## src/rtl/adsr_pkg.sv

```systemverilog
// Shared types and defaults for the ADSR amplitude-envelope stage.
package adsr_pkg;

    localparam int DWIDTH_DEF = 24;
    localparam int EWIDTH_DEF = 24;

    localparam logic [EWIDTH_DEF-1:0] ENV_MAX = '1;

    typedef enum logic [2:0] {
        IDLE    = 3'd0,
        ATTACK  = 3'd1,
        DECAY   = 3'd2,
        SUSTAIN = 3'd3,
        RELEASE = 3'd4
    } env_state_t;

endpackage

```

## src/rtl/Axis_If.sv

```systemverilog
// Minimal AXI-stream bundle: data moves on a cycle where valid && ready.
interface Axis_If #(
    parameter int DWIDTH = 24
);
    logic [DWIDTH-1:0] data;
    logic              valid;
    logic              ready;

    modport Master (output data, output valid, input ready);
    modport Slave  (input data, input valid, output ready);
endinterface

```

## src/rtl/adsr_step.sv

```systemverilog
// One envelope update: next state and level from the current state, level, gate and controls.
module adsr_step
    import adsr_pkg::*;
#(
    parameter int EWIDTH = EWIDTH_DEF
) (
    input  env_state_t        state,
    input  logic [EWIDTH-1:0] env,
    input  logic              gate,
    input  logic [EWIDTH-1:0] attack_rate,
    input  logic [EWIDTH-1:0] decay_rate,
    input  logic [EWIDTH-1:0] sustain_level,
    input  logic [EWIDTH-1:0] release_rate,
    output env_state_t        next_state,
    output logic [EWIDTH-1:0] next_env
);

    localparam logic [EWIDTH-1:0] EMAX = '1;

    logic [EWIDTH:0] decay_diff;
    logic            attack_hit;
    logic            decay_hit;
    logic            release_hit;

    // The extra MSB is the borrow; an underflowing decay always lands on sustain.
    assign decay_diff  = {1'b0, env} - {1'b0, decay_rate};
    assign attack_hit  = env >= (EMAX - attack_rate);
    assign decay_hit   = decay_diff[EWIDTH] || (decay_diff[EWIDTH-1:0] <= sustain_level);
    assign release_hit = env <= release_rate;

    always_comb begin
        next_state = state;
        next_env   = env;
        case (state)
            IDLE: begin
                if (gate) next_state = ATTACK;
                else      next_env   = '0;
            end
            ATTACK: begin
                if (!gate) begin
                    next_state = RELEASE;
                end else if (attack_hit) begin
                    next_state = DECAY;
                    next_env   = EMAX;
                end else begin
                    next_env = env + attack_rate;
                end
            end
            DECAY: begin
                if (!gate) begin
                    next_state = RELEASE;
                end else if (decay_hit) begin
                    next_state = SUSTAIN;
                    next_env   = sustain_level;
                end else begin
                    next_env = decay_diff[EWIDTH-1:0];
                end
            end
            SUSTAIN: begin
                if (!gate) next_state = RELEASE;
                else       next_env   = sustain_level;
            end
            RELEASE: begin
                if (gate) begin
                    next_state = ATTACK;
                end else if (release_hit) begin
                    next_state = IDLE;
                    next_env   = '0;
                end else begin
                    next_env = env - release_rate;
                end
            end
            default: begin
                next_state = IDLE;
                next_env   = '0;
            end
        endcase
    end

endmodule

```

## src/rtl/adsr_envelope.sv

```systemverilog
// Multiplies each accepted sample by the ADSR envelope, two-stage pipeline with AXIS backpressure.
module adsr_envelope
    import adsr_pkg::*;
#(
    parameter int DWIDTH = DWIDTH_DEF,
    parameter int EWIDTH = EWIDTH_DEF
) (
    input  logic              clk,
    input  logic              reset,
    input  logic              gate,
    input  logic [EWIDTH-1:0] attack_rate,
    input  logic [EWIDTH-1:0] decay_rate,
    input  logic [EWIDTH-1:0] sustain_level,
    input  logic [EWIDTH-1:0] release_rate,
    Axis_If.Slave             signal_in,
    Axis_If.Master            signal_out,
    output logic [2:0]        env_state
);

    localparam int PW = DWIDTH + EWIDTH + 1;

    // Handshake convention on both streams: a sample moves on a rising edge where
    // valid && ready; a master never drops valid or changes data while waiting for ready.

    env_state_t        state_q;
    env_state_t        next_state;
    logic [EWIDTH-1:0] env_q;
    logic [EWIDTH-1:0] next_env;

    logic              v1;
    logic              v2;
    logic [DWIDTH-1:0] prod_q;
    logic [DWIDTH-1:0] data_q;
    logic              enable;
    logic              in_ready;
    logic              step;

    logic signed [PW-1:0] sample_ext;
    logic signed [PW-1:0] env_ext;
    logic signed [PW-1:0] product;
    logic                 unused_bits;

    assign enable   = !v2 || signal_out.ready;
    assign in_ready = enable && reset;
    assign step     = signal_in.valid && in_ready;

    assign signal_in.ready  = in_ready;
    assign signal_out.valid = v2;
    assign signal_out.data  = data_q;
    assign env_state        = state_q;

    adsr_step #(
        .EWIDTH(EWIDTH)
    ) u_step (
        .state        (state_q),
        .env          (env_q),
        .gate         (gate),
        .attack_rate  (attack_rate),
        .decay_rate   (decay_rate),
        .sustain_level(sustain_level),
        .release_rate (release_rate),
        .next_state   (next_state),
        .next_env     (next_env)
    );

    // Envelope is a non-negative 0.EWIDTH fraction, so it enters the signed multiply zero-extended.
    assign sample_ext  = {{(EWIDTH + 1){signal_in.data[DWIDTH-1]}}, signal_in.data};
    assign env_ext     = {{DWIDTH{1'b0}}, 1'b0, env_q};
    assign product     = sample_ext * env_ext;
    assign unused_bits = ^{product[PW-1], product[EWIDTH-1:0]};

    always_ff @(posedge clk or negedge reset) begin
        if (!reset) begin
            state_q <= IDLE;
            env_q   <= '0;
        end else if (step) begin
            state_q <= next_state;
            env_q   <= next_env;
        end
    end

    // Both stages advance together; a stalled S2 freezes S1 and the input.
    always_ff @(posedge clk or negedge reset) begin
        if (!reset) begin
            v1     <= 1'b0;
            v2     <= 1'b0;
            prod_q <= '0;
            data_q <= '0;
        end else if (enable) begin
            v1 <= step;
            v2 <= v1;
            if (step) prod_q <= product[DWIDTH+EWIDTH-1:EWIDTH];
            if (v1)   data_q <= prod_q;
        end
    end

endmodule
```

## src/flat_wrapper.sv

```systemverilog
// flat-port wrapper written by rule: the top's interface ports become plain ports
module adsr_envelope_flat import adsr_pkg::*;
#(
    parameter int DWIDTH = DWIDTH_DEF,
    parameter int EWIDTH = EWIDTH_DEF
)
  (clk, reset, gate, attack_rate, decay_rate, sustain_level, release_rate, env_state, signal_in_data, signal_in_valid, signal_in_ready, signal_out_data, signal_out_valid, signal_out_ready);
  Axis_If #(.DWIDTH(DWIDTH)) signal_in_i ();
  Axis_If #(.DWIDTH(DWIDTH)) signal_out_i ();
  input  logic clk;
  input  logic reset;
  input  logic gate;
  input  logic [EWIDTH-1:0] attack_rate;
  input  logic [EWIDTH-1:0] decay_rate;
  input  logic [EWIDTH-1:0] sustain_level;
  input  logic [EWIDTH-1:0] release_rate;
  output logic [2:0] env_state;
  input wire logic [$bits(signal_in_i.data)-1:0] signal_in_data;
  input wire logic [$bits(signal_in_i.valid)-1:0] signal_in_valid;
  output wire logic [$bits(signal_in_i.ready)-1:0] signal_in_ready;
  output wire logic [$bits(signal_out_i.data)-1:0] signal_out_data;
  output wire logic [$bits(signal_out_i.valid)-1:0] signal_out_valid;
  input wire logic [$bits(signal_out_i.ready)-1:0] signal_out_ready;
  assign signal_in_i.data = signal_in_data;
  assign signal_in_i.valid = signal_in_valid;
  assign signal_in_ready = signal_in_i.ready;
  assign signal_out_data = signal_out_i.data;
  assign signal_out_valid = signal_out_i.valid;
  assign signal_out_i.ready = signal_out_ready;
  adsr_envelope #(.DWIDTH(DWIDTH), .EWIDTH(EWIDTH)) u_core (.clk(clk), .reset(reset), .gate(gate), .attack_rate(attack_rate), .decay_rate(decay_rate), .sustain_level(sustain_level), .release_rate(release_rate), .signal_in(signal_in_i), .signal_out(signal_out_i), .env_state(env_state));
endmodule
```

## config.mk

```make
export PLATFORM = sky130hd
export DESIGN_NAME = adsr_envelope_flat
export DESIGN_NICKNAME = d
export VERILOG_FILES = /design/src/rtl/adsr_pkg.sv /design/src/rtl/Axis_If.sv /design/src/rtl/adsr_step.sv /design/src/rtl/adsr_envelope.sv /design/src/flat_wrapper.sv
export SDC_FILE = /design/constraint.sdc
export NUM_CORES = 2
export LEC_CHECK = 0
export CAP_MARGIN = 40
export CORE_ASPECT_RATIO = 0.9
export CORE_MARGIN = 10
export CORE_UTILIZATION = 45
export CTS_CLUSTER_DIAMETER = 150
export DETAILED_ROUTE_END_ITERATION = 8
export SYNTH_ARGS = -nofsm -noshare
export SYNTH_HDL_FRONTEND = slang
export SYNTH_SLANG_ARGS = --single-unit
```

## constraint.sdc

```tcl
create_clock -name clk -period 16.3 [get_ports clk]
set_clock_uncertainty 0.05 [all_clocks]
set_input_delay 3.26 -clock clk [delete_from_list [all_inputs] [get_ports clk]]
set_output_delay 3.26 -clock clk [all_outputs]
set_load 0.02 [all_outputs]
```

# Yosys cells after proc, flatten, opt, wreduce, memory -nomap -nowiden
# Cells that the tools add are included.
# W data, S select, Z words.
word_totals:
  elab_cells: 56
  regBits: 77
  in_bits: 125
op_classes:
  mul: 1
  muxes: 18
  reduce_logical: 10
  magnitude_cmp: 3
  eq_ne: 14
  add_sub_neg: 4
op_table:
  columns: ["op", "count"]
  rows:
  - ["$mux W24", 8]
  - ["$pmux W24 S5", 1]
  - ["$le A24 B24 Y1", 2]
  - ["$mul A24 B25 Y48", 1]
  - ["$sub A24 B24 Y25", 1]
  - ["$add A24 B24 Y24", 1]
  - ["$ge A24 B24 Y1", 1]
  - ["$mux W3", 8]
  - ["$sub A24 B24 Y24", 1]
  - ["$sub A24 B24 Y24 const A", 1]
  - ["$pmux W3 S5", 1]
  - ["$ne A2 B2 Y1 const B", 7]
  - ["$reduce_and A6 Y1", 2]
  - ["$ne A3 B3 Y1 const B", 3]
  - ["$eq A3 B2 Y1 const B", 2]
  - ["$reduce_and A2 Y1", 2]
  - ["$eq A3 B1 Y1 const B", 1]
  - ["$eq A3 B3 Y1 const B", 1]
  - ["$logic_not A3 Y1", 1]
  - ["$logic_and A1 B1 Y1", 2]
  - ["$logic_or A1 B1 Y1", 2]
  - ["$logic_not A1 Y1", 1]

# Logic depth before layout (Yosys ltp)
depth:
  depth_word: 6
  depth_mapped: 27

# Hierarchy
# A second synthesis with hierarchy kept.
unflattened:
  hier_cells: 3267
  area_unflattened_um2: 27599.0
modules_own_cells:
  columns: ["mod", "seq_area_each_um2", "n_inst", "area_per_inst_um2", "cells_each"]
  rows:
  - ["adsr_envelope", 1926.8, 1, 21575.7, 2368]
  - ["adsr_step", 0.0, 1, 6023.3, 899]

# Least setup slack after synthesis
# Ideal clock, no wire load.
synth_timing:
  path_kind: "input port to flip-flop"
  from: "input signal_in_data[3]"
  to: "register u_core.prod_q[23]"
  slack_ns: 6.694
  cell_stages: 24
  t_arrival_ns: 9.436
  path_cell_list: "clkbuf_1 -> nand2_1 -> fa_1 -> inv_1 -> fa_1 -> inv_1 -> fa_1 -> fa_1 -> inv_1 -> fa_1 -> fa_1 -> inv_1 -> fa_1 -> inv_1 -> ha_1 -> a221oi_1 -> o21ai_0 -> a211o_1 -> o21ai_0 -> nand2_1 -> o21ai_1 -> a21boi_0 -> or3_1 -> a31o_2"
synth_between:
  elab_chain_len: 1
synth_lines:
  columns: ["item", "line_no", "rtl"]
  rows:
  - ["start: declaration", "flat_wrapper.sv:18", "input wire logic [$bits(signal_in_i.data)-1:0] signal_in_data;"]
  - ["$mul A24 B25 Y48", "adsr_envelope.sv:69", "assign product = sample_ext * env_ext;"]
  - ["end signal: assignment", "adsr_envelope.sv:92", "if (step) prod_q <= product[DWIDTH+EWIDTH-1:EWIDTH];"]
  - ["end: declaration", "adsr_envelope.sv:32", "logic [DWIDTH-1:0] prod_q;"]
# No other way between the ends.
# A chain may end at the register's enable or synchronous reset.

# Final worst setup path
layout_timing:
  from: "input signal_in_data[0]"
  to: "register u_core.prod_q[23]"
# The elaborated chain is that of the path after synthesis.

==> impl_metrics.json <==
{
  "finalHoldViolCount": 0,
  "root_buffer": "clkbuf_16",
  "maxCapViolations": 0,
  "ios": 154,
  "synth_edf_count": 0,
  "critPathCaptureType": "register",
  "htree_levels": 3,
  "rr_worst_depth": 22,
  "rsz0062_at_grt": "no",
  "cts.sinks": 77,
  "drive_gt1_frac": 0.0385,
  "ys_async_sr_fraction": 1.00,
  "die_y_um": 250,
  "clk_pin_slew_ps": 70,
  "fillers": 5689,
  "placementRows": 84,
  "fin_crit_sh": 0.667,
  "post_dp_cell_area_mm2": 0.0290,
  "cts_tree": "built",
  "fin_tns_setup_ps": 0,
  "setup_viol": 0,
  "gr-total-overflow": 0,
  "final_cell_area_mm2": 0.0293,
  "ctsLongestPathBuffers": 2,
  "dieArea_mm2": 0.0691,
  "hold_path.startpoint": "u_core.prod_q[11]",
  "tightest_slew_ps": 886,
  "dp_hpwl_um": 64400,
  "wl_per_cell_um": 20.4,
  "portBuffers": 153,
  "place.gp.congestion": 0.891,
  "initial_core_util": 0.454,
  "status": "completed",
  "critPathLaunchType": "primary input",
  "reg2reg_slack_ps": 8340,
  "ys_warn_count": 0,
  "worst_path_max_delay_cell": "clkdlybuf4s50_1",
  "first_pass_iters": 6,
  "grt_usage": 0.235,
  "fin_crit_ps": 10870,
  "ant_nets": 0,
  "r2r_end": "u_core.prod_q[23]",
  "path_delay_family": "adder cells",
  "cts_resized": 0,
  "drc_errors": 0,
  "routed_wl_um": 80000,
  "cp.arrival_ps": 11080,
  "vias": 21500,
  "hold_end": "u_core.prod_q[11]",
  "area_growth_pct": 10.6,
  "yosys_most_used_dff": "dfrtp_1",
  "nets": 4036,
  "syn_nets": 3947,
  "core_area_mm2": 0.0584,
  "max_freq_ghz": 0.0920,
  "critPathKind": "primary input to register",
  "syn_inst": 3049,
  "die_w_um": 276,
  "cpPeakStageDelay_ps": 830,
  "grt_pass1_vias": 22800,
  "worst_ep_required_time_ps": 16510,
  "cts_buffers": 9,
  "clk_latency_ps": 370,
  "vias_per_cell": 5.49,
  "min_path_type": "register to register",
  "whs_path_depth": 2,
  "grt_pass1_wl_um": 128000,
  "grt_max_degree": 46,
  "ctsHoldBuffers": 0,
  "synth_area_per_cell_um2": 8.70,
  "post-route-util": 0.502,
  "cp_cell_sequence": "clkdlybuf4s50_1 > and2_1 > fa_1 > inv_1 > fa_1 > fa_1 > fa_1 > inv_1 > fa_1 > fa_1 > inv_1 > fa_1 > inv_1 > ha_1 > a221oi_1 > o21ai_0 > a211o_1 > o21ai_0 > nand2_1 > o21ai_1 > a21boi_0 > or3_1 > a31o_2",
  "cts_setup_buffers": 0,
  "crit_top_cell": "fa_1",
  "slew_violations": 0,
  "worstPathMaxFanout": 23,
  "ys_seq_area_frac": 0.0726,
  "cp.buffers_inverters": 5,
  "synth_cell_types": 78,
  "timing.rr.start": "u_core.env_q[6]",
  "maxSlewHeadroom": 0.402,
  "antenna_found_initial": 1,
  "synth_seq_cells": 77,
  "synth_area_mm2": 0.0265,
  "drt_iter0_drc": 1533
}
==> area by class of cell <==
cell class,instances,area (um2),share of cell area
Multi-Input combinational cell,2214,21700,0.741
Inverter,626,2350,0.0801
Timing Repair Buffer,210,2060,0.0702
Sequential cell,77,1930,0.0657
Tap cell,774,968,0.0330
Clock buffer,9,225,0.00767
Clock inverter,7,81.3,0.00277
Antenna cell,1,2.50,0.0000853
==> how the worst max path moves through the flow <==
stage / slack, ps / startpoint / end / cells past startpoint
4_1_cts: 5430 / signal_in_data[0] / u_core.prod_q[17] / 23
2_1_floorplan: 6690 / signal_in_data[3] / u_core.prod_q[23] / 24
5_1_grt: 4910 / signal_in_data[0] / u_core.prod_q[21] / 23
3_5_place_dp: 5050 / signal_in_data[0] / u_core.prod_q[17] / 23
3_3_place_gp: 4920 / signal_in_data[4] / u_core.prod_q[17] / 24
6_report: 5430 / signal_in_data[0] / u_core.prod_q[23] / 23
==> tightest hold or removal path, cell delays in order, from the launching register on <==
cell	delay (ps)
dfrtp_1	350
nand2_1	50
o21ai_0	60
==> routing by layer <==
| metal | GRT usage | vias to the layer above | share of wire |
|---|---|---|---|
| met4 | 0.0700 | 0 | 0.028 |
| li1 | - | 9712 | - |
| met5 | 0 | - | 0 |
| met1 | 0.316 | 10900 | 0.42 |
| met3 | 0.0264 | 116 | 0.064 |
| met2 | 0.392 | 728 | 0.49 |
==> placed cells by master (no fill, tap or decap), types with 18 or more instances in the layout <==
cell,instances
inv_1,626
fa_1,484
nand2_1,383
ha_1,289
and2_1,279
clkdlybuf4s50_1,152
a21oi_1,123
o21ai_0,94
dfrtp_1,77
nor2_1,72
a21o_1,53
xnor2_1,50
buf_4,47
xor2_1,34
nand2b_1,28
nand3_1,26
mux2_2,25
nor2b_1,23
mux2i_1,20
a211oi_1,18
==> flip-flops by register name, indices dropped and copies added (netlist names) <==
register,count
u_core.env_state,3
u_core.prod_q,24
u_core.env_q,24
u_core.signal_out.valid,1
u_core.v1,1
u_core.signal_out.data,24
==> metrics by stage <==
stage,setup WS (ps),hold slack (ps),std cells
final,5430,432,3918
after global routing,4910,469,3917
after CTS,5430,441,3917
after detailed placement,5050,417,3901
after global placement,4920,407,3890
after floorplan,6690,385,3049
==> cells in the mapped netlist, drive strengths merged, types with 4 or more instances <==
library cell  instances  share of area
inv                 626          0.089
fa                  484           0.37
nand2               383          0.054
ha                  289           0.14
and2                279          0.066
a21oi               124          0.024
clkbuf              124          0.018
o21ai               100          0.019
dfrtp                77          0.073
nor2                 72          0.010
a21o                 53          0.015
xnor2                50          0.017
xor2                 34          0.011
nand2b               28         0.0066
nand3                26         0.0049
mux2                 25          0.011
nor2b                23         0.0054
mux2i                20         0.0075
a211oi               18         0.0051
a221oi               18         0.0068
nor3                 16         0.0030
nand4                15         0.0035
o21a                 15         0.0043
o21bai               15         0.0042
and3                 12         0.0028
o211ai               11         0.0033
o221ai               11         0.0036
buf                   8         0.0020
a31oi                 7         0.0017
a211o                 6         0.0020
a222oi                5         0.0019
o31ai                 5         0.0014
a22oi                 4         0.0011
a32oi                 4         0.0013
nor4                  4        0.00094
o2111ai               4         0.0013
or2                   4        0.00094
or3                   4        0.00094
==> cell families after synthesis <==
| group | Yosys count | share of synthesized area |
|---|---|---|
| simple gates | 877 | 0.163 |
| flops | 77 | 0.0726 |
| fa+ha+maj | 773 | 0.502 |
| mux | 45 | 0.0182 |
| xor+xnor | 84 | 0.0277 |
| compound gates | 435 | 0.109 |
| buf+inv | 758 | 0.108 |
Power is left out: the tool's default activity adds up to more than one toggle a clock period on the data nets, which glitch-free logic cannot reach.
